===== config.mk =====
export PLATFORM = sky130hd
export DESIGN_NAME = imem_loader_flat
export DESIGN_NICKNAME = d
export VERILOG_FILES = /design/src/rtl/imem_loader_if.sv /design/src/rtl/imem_loader.sv /design/src/flat_wrapper.sv
export SDC_FILE = /design/constraint.sdc
export NUM_CORES = 1
export LEC_CHECK = 0
export ABC_CLOCK_PERIOD_IN_PS = 3200
export CAP_MARGIN = 5
export CORE_MARGIN = 1.5
export CORE_UTILIZATION = 39
export DETAILED_ROUTE_END_ITERATION = 10
export PLACE_DENSITY = 0.68
export SETUP_SLACK_MARGIN = 0.15
export SYNTH_ARGS = -nofsm -noshare
export SYNTH_HDL_FRONTEND = slang
export SYNTH_SLANG_ARGS = --single-unit
export TNS_END_PERCENT = 50

===== constraint.sdc =====
create_clock -name clk -period 3.2 [get_ports clk]
set_clock_uncertainty 0.15 [all_clocks]
set_input_delay 0.8 -clock clk [delete_from_list [all_inputs] [get_ports clk]]
set_output_delay 0.8 -clock clk [all_outputs]
set_load 0.01 [all_outputs]

===== src/rtl/imem_loader_if.sv =====
// Byte-stream input and instruction-RAM write bus of the boot loader.
// The master side is the byte source / RAM observer; the slave side is the loader.
interface imem_loader_if #(
    parameter int ADDR_WIDTH = 16
);
    logic [7:0]            rx_data;
    logic                  rx_valid;
    logic                  rx_ready;
    logic [ADDR_WIDTH-1:0] w_addr;
    logic [15:0]           din;
    logic                  w_en;

    modport master (
        output rx_data,
        output rx_valid,
        input  rx_ready,
        input  w_addr,
        input  din,
        input  w_en
    );

    modport slave (
        input  rx_data,
        input  rx_valid,
        output rx_ready,
        output w_addr,
        output din,
        output w_en
    );
endinterface


===== src/rtl/imem_loader.sv =====
// Boot-time instruction memory loader: parses one framed image from a byte
// stream (SYNC, LEN_HI, LEN_LO, N x {HI, LO}, CSUM), writes it as 16-bit words
// and holds the CPU in reset until an image with a matching checksum is in RAM.
module imem_loader #(
    parameter int                     ADDR_WIDTH = 16,
    parameter logic [ADDR_WIDTH-1:0]  BASE_ADDR  = '0,
    parameter int                     MAX_WORDS  = 4096,
    parameter logic [7:0]             SYNC_BYTE  = 8'hA5
) (
    input  logic        clk,
    input  logic        rst_n,
    imem_loader_if.slave bus,
    output logic        cpu_hold,
    output logic        done,
    output logic        error
);

    typedef enum logic [3:0] {
        IDLE,
        LEN_HI,
        LEN_LO,
        DATA_HI,
        DATA_LO,
        WRITE,
        CSUM,
        DONE,
        ERROR
    } state_t;

    localparam logic [15:0] MAX_LEN = 16'(MAX_WORDS);

    state_t                r_state;
    logic [7:0]            r_len_hi;
    logic [7:0]            r_hi;
    logic [15:0]           r_count;
    logic [7:0]            r_csum;
    logic [ADDR_WIDTH-1:0] r_w_addr;
    logic [15:0]           r_din;
    logic                  r_w_en;
    logic                  r_cpu_hold;
    logic                  r_done;
    logic                  r_error;

    logic                  w_xfer;
    logic [15:0]           w_len;
    logic                  w_sync;

    // WRITE is the only cycle in which no byte can be taken
    assign bus.rx_ready = (r_state != WRITE);
    assign w_xfer       = bus.rx_valid && bus.rx_ready;
    assign w_len        = {r_len_hi, bus.rx_data};
    assign w_sync       = (bus.rx_data == SYNC_BYTE);

    assign bus.w_addr   = r_w_addr;
    assign bus.din      = r_din;
    assign bus.w_en     = r_w_en;
    assign cpu_hold     = r_cpu_hold;
    assign done         = r_done;
    assign error        = r_error;

    // Frame parser, word writer and status outputs, all registered
    always_ff @(posedge clk or negedge rst_n) begin
        if (!rst_n) begin
            r_state    <= IDLE;
            r_len_hi   <= 8'h00;
            r_hi       <= 8'h00;
            r_count    <= 16'h0000;
            r_csum     <= 8'h00;
            r_w_addr   <= BASE_ADDR;
            r_din      <= 16'h0000;
            r_w_en     <= 1'b0;
            r_cpu_hold <= 1'b1;
            r_done     <= 1'b0;
            r_error    <= 1'b0;
        end else begin
            case (r_state)
                IDLE, DONE, ERROR: begin
                    // A sync byte (re)starts a frame from any resting state;
                    // everything else is consumed and dropped.
                    if (w_xfer && w_sync) begin
                        r_state    <= LEN_HI;
                        r_cpu_hold <= 1'b1;
                        r_done     <= 1'b0;
                        r_error    <= 1'b0;
                        r_csum     <= 8'h00;
                        r_w_addr   <= BASE_ADDR;
                    end
                end
                LEN_HI: begin
                    if (w_xfer) begin
                        r_len_hi <= bus.rx_data;
                        r_state  <= LEN_LO;
                    end
                end
                LEN_LO: begin
                    if (w_xfer) begin
                        r_count <= w_len;
                        if (w_len == 16'h0000) begin
                            r_state <= CSUM;
                        end else if (w_len > MAX_LEN) begin
                            r_state    <= ERROR;
                            r_error    <= 1'b1;
                            r_cpu_hold <= 1'b1;
                        end else begin
                            r_state <= DATA_HI;
                        end
                    end
                end
                DATA_HI: begin
                    if (w_xfer) begin
                        r_hi    <= bus.rx_data;
                        r_csum  <= r_csum + bus.rx_data;
                        r_state <= DATA_LO;
                    end
                end
                DATA_LO: begin
                    if (w_xfer) begin
                        r_csum  <= r_csum + bus.rx_data;
                        r_din   <= {r_hi, bus.rx_data};
                        r_w_en  <= 1'b1;
                        r_state <= WRITE;
                    end
                end
                WRITE: begin
                    // Strobe lasts exactly this cycle; address moves on the exit edge
                    r_w_en   <= 1'b0;
                    r_w_addr <= r_w_addr + ADDR_WIDTH'(1);
                    r_count  <= r_count - 16'd1;
                    if (r_count == 16'd1) begin
                        r_state <= CSUM;
                    end else begin
                        r_state <= DATA_HI;
                    end
                end
                CSUM: begin
                    if (w_xfer) begin
                        if (bus.rx_data == r_csum) begin
                            r_state    <= DONE;
                            r_cpu_hold <= 1'b0;
                            r_done     <= 1'b1;
                        end else begin
                            r_state    <= ERROR;
                            r_cpu_hold <= 1'b1;
                            r_error    <= 1'b1;
                        end
                    end
                end
                default: begin
                    r_state <= IDLE;
                end
            endcase
        end
    end

endmodule

===== src/flat_wrapper.sv =====
// flat-port wrapper written by rule: the top's interface ports become plain ports
module imem_loader_flat 
#(
    parameter int                     ADDR_WIDTH = 16,
    parameter logic [ADDR_WIDTH-1:0]  BASE_ADDR  = '0,
    parameter int                     MAX_WORDS  = 4096,
    parameter logic [7:0]             SYNC_BYTE  = 8'hA5
)
  (clk, rst_n, cpu_hold, done, error, bus_rx_data, bus_rx_valid, bus_rx_ready, bus_w_addr, bus_din, bus_w_en);
  imem_loader_if #(.ADDR_WIDTH(ADDR_WIDTH)) bus_i ();
  input  logic clk;
  input  logic rst_n;
  output logic cpu_hold;
  output logic done;
  output logic error;
  input wire logic [$bits(bus_i.rx_data)-1:0] bus_rx_data;
  input wire logic [$bits(bus_i.rx_valid)-1:0] bus_rx_valid;
  output wire logic [$bits(bus_i.rx_ready)-1:0] bus_rx_ready;
  output wire logic [$bits(bus_i.w_addr)-1:0] bus_w_addr;
  output wire logic [$bits(bus_i.din)-1:0] bus_din;
  output wire logic [$bits(bus_i.w_en)-1:0] bus_w_en;
  assign bus_i.rx_data = bus_rx_data;
  assign bus_i.rx_valid = bus_rx_valid;
  assign bus_rx_ready = bus_i.rx_ready;
  assign bus_w_addr = bus_i.w_addr;
  assign bus_din = bus_i.din;
  assign bus_w_en = bus_i.w_en;
  imem_loader #(.ADDR_WIDTH(ADDR_WIDTH), .BASE_ADDR(BASE_ADDR), .MAX_WORDS(MAX_WORDS), .SYNC_BYTE(SYNC_BYTE)) u_core (.clk(clk), .rst_n(rst_n), .bus(bus_i), .cpu_hold(cpu_hold), .done(done), .error(error));
endmodule

==> results by group <==
Layout
  – Fin nets: 482
  – Area growth, synth to finish: 21.85%
  – ANT cells: 0
  – Layout cells sized above 1: 0.1742

Synthesis
  – Number of flops mapped to enable cells by yosys: 0
  – Netlist area before placement: 4187 sq um
  – YS warnings: 0
  – Synth Area per Inst: ~10 sq um
  – Area leader, netlist: dfrtp_1
  – Syn Nets: approximately 430
  – Top-count cell post-synth: dfrtp_1
  – Post-synth top area share: 0.4722
  – Seq/Total Area, Yosys: 0.4785
  – Synth Flop Type: dfrtp_1
  – Distinct cells, synth: 68
  – Post-synth top cells: dfrtp_1 (79), nand2_1 (36), mux2_2 (32)
  – Ys async rst share: 1.000
  – Area contributors post-synth: dfrtp_1 (47%), mux2_2 (8.6%), nand2_1 (3.2%), ha_1 (3.0%), o21ai_0 (2.9%)
  – Synth Instances: 403
  – Flip-flop and latch count after synthesis: 80

Clock tree
  – Post-CTS Resized: 0
  – Root Driver: clkbuf_8
  – H-tree levels: 3
  – Cts bufs inserted: 9
  – Post-CTS Setup Repair Bufs: 0
  – Num Clock Sinks: 80
  – # hold bufs at CTS: 0
  – Reg clk slew, reported paths: about 0.080 ns
  – Clock buffer depth: 2
  – CTS tree: done
  – Worst-Skew Late Latency: around 0.36 ns

Floorplan
  – Num ports: 48
  – Initial core utilization: 0.4037
  – Chip width: between 100 and 150 microns
  – Die Area: ~11,000 sq um
  – Row cnt: 37
  – Die span in y: roughly 110 microns
  – Core area: between 10,000 and 15,000 sq um

Drt
  – Drt drc: 0
  – Pre-antenna DRT Iters: 4
  – Final WL: 9898 microns
  – Post-DR vias/cell: roughly 5.6
  – Via count: around 3,400
  – Wire per inst: approximately 16 microns
  – ANT nets after route: 0
  – Drt initial violations: about 230

Worst setup path
  – CP Capture Type: output pin
  – Crit path kind: reg -> out
  – Crit path launch type: register
  – WP data required: about 2.3 ns
  – Arrival @ worst endpoint: 1.88 ns
  – Crit-path max FO: 13

GRT
  – Vias in the first global route: between 3,000 and 4,000
  – M3 GR Usage: 0.03769
  – Gr usage total: 0.1847
  – Grt met1 use: 0.2574
  – Gr busiest metal: met2
  – Global Route met2 Usage: 0.2848
  – First-pass GRT wire length: 16,440 microns
  – Largest net degree at the start of global routing: 81
  – Gr ovfl total: 0
  – Initial antenna violation count: 0

Timing
  – Final period utilization: 0.8843
  – RSZ-0062 raised after global routing: false
  – Pins Over Slew Limit: 0
  – Final min period: around 2.8 ns
  – Worst-margin pin slew: 0.7003 ns
  – Min Hold Slack: 0.2861 ns
  – Setup_tns: 0 ns
  – Setup-failing EPs final: 0
  – F_max: about 350 MHz
  – Final Hold Fails: 0
  – Slew HR: 0.5317

Pwr
  – Maximum vdd drop: 224.6 uV
  – Leak: about 2.1 nW
  – Power per cell area: 872.0 nW/um^2

Placed design
  – Gpl congestion: between 0.8 and 0.9
  – Hpwl dp: a little under 7000 microns
  – PortBufs: 47

Status
  – Status: finished clean

Min path
  – Hold Path Class: in -> async

Job
  – Max-cap viol count: 0
-- flip-flops by register name, summed over array words and instances, names as in the netlist --
| register | flops |
|---|---|
| u_core.error | 1 |
| u_core.cpu_hold | 1 |
| u_core.r_csum | 8 |
| u_core.r_count | 16 |
| u_core.r_hi | 8 |
| u_core.done | 1 |
| u_core.bus.din | 16 |
| u_core.r_len_hi | 8 |
| u_core.bus.w_addr | 16 |
| u_core.r_state | 4 |
| u_core.bus.w_en | 1 |
-- cells in the final DEF, fill, tap and decap left out, types with 5 or more instances in the layout --
cell / count
a21oi_1: 11
and3_1: 6
a21o_1: 7
inv_1: 7
o21ai_0: 24
a211oi_1: 7
nor4_1: 8
dfrtp_1: 79
buf_4: 15
nor3_1: 14
nor2_1: 21
o21ai_1: 13
nand3_1: 17
clkdlybuf4s50_1: 46
clkbuf_8: 10
mux2_2: 32
nand2_1: 36
o211ai_1: 5
o21a_1: 5
ha_1: 10
nand4_1: 5
xor2_1: 5
-- worst paths after layout --
path / start / endpoint / cells after the start / slack [ns]
worst max-delay path: u_core.r_state[2] / bus_rx_ready / 3 / 0.37
worst min-delay path: rst_n / u_core.bus.w_addr[13] / 2 / 0.29
worst max register to register: u_core.r_state[2] / u_core.r_state[2] / 5 / 0.71
worst min register to register: u_core.bus.w_addr[15] / u_core.bus.w_addr[15] / 1 / 0.34
max in group asynchronous: rst_n / u_core.r_hi[1] / 2 / 2.24
min in group clk: u_core.bus.w_addr[15] / u_core.bus.w_addr[15] / 1 / 0.34
-- layer usage --
metal	vias to the layer above	wire length, microns
met4	0	160
li1	1632	-
met5	-	0
met1	1674	4658
met3	12	386
met2	64	4692
-- final cells by class --
type,count,area [sq um]
fillers,951,5269
multi-input cells,299,2095
clock buffers,10,137.6
flip-flops and latches,80,2003
inverters,8,30.03
well taps,136,170.2
repair buffers,62,593.1
clock inverters,6,72.57
-- worst max-delay path, cell delays in order (launching register included) --
cell             delay [ns]
dfrtp_1                0.58
nor4bb_4               0.40
inv_2                  0.07
clkdlybuf4s50_1        0.48
-- cells by family (layout without fill, tap and decap cells) --
logic type | count (synthesis) | in the layout | synth area share
compound gates | 109 | 109 | 0.1814
buf+inv | 24 | 86 | 0.02481
simple gates | 138 | 138 | 0.1754
mux | 33 | 33 | 0.08846
xor+xnor | 8 | 8 | 0.01674
fa+ha+maj | 11 | 11 | 0.03467
flops | 80 | 80 | 0.4785
-- through the flow --
step / util / instance area, sq um / total power, mW / instances / setup WS, ns
global placement: 0.4716 / 4891 / 3.611 / 585 / 0.09133
CTS: 0.4919 / 5101 / 4.478 / 601 / 0.3506
global route: 0.4919 / 5101 / 4.784 / 601 / 0.2553
detailed placement: 0.4716 / 4891 / 3.679 / 585 / 0.09337
finish: 0.4919 / 5101 / 4.448 / 601 / 0.3702
floorplan: - / 4187 / 3.018 / 403 / 0.6567
-- report_power, final --
| part | internal [mW] | total (mW) | switching [mW] | leakage [nW] |
|---|---|---|---|---|
| clock | 0.391 | 0.789 | 0.398 | 0.104 |
| sequential | 1.45 | 1.92 | 0.470 | 0.968 |
| combinational | 0.954 | 1.74 | 0.790 | 1.04 |
Power figures use the tool's default switching activity.
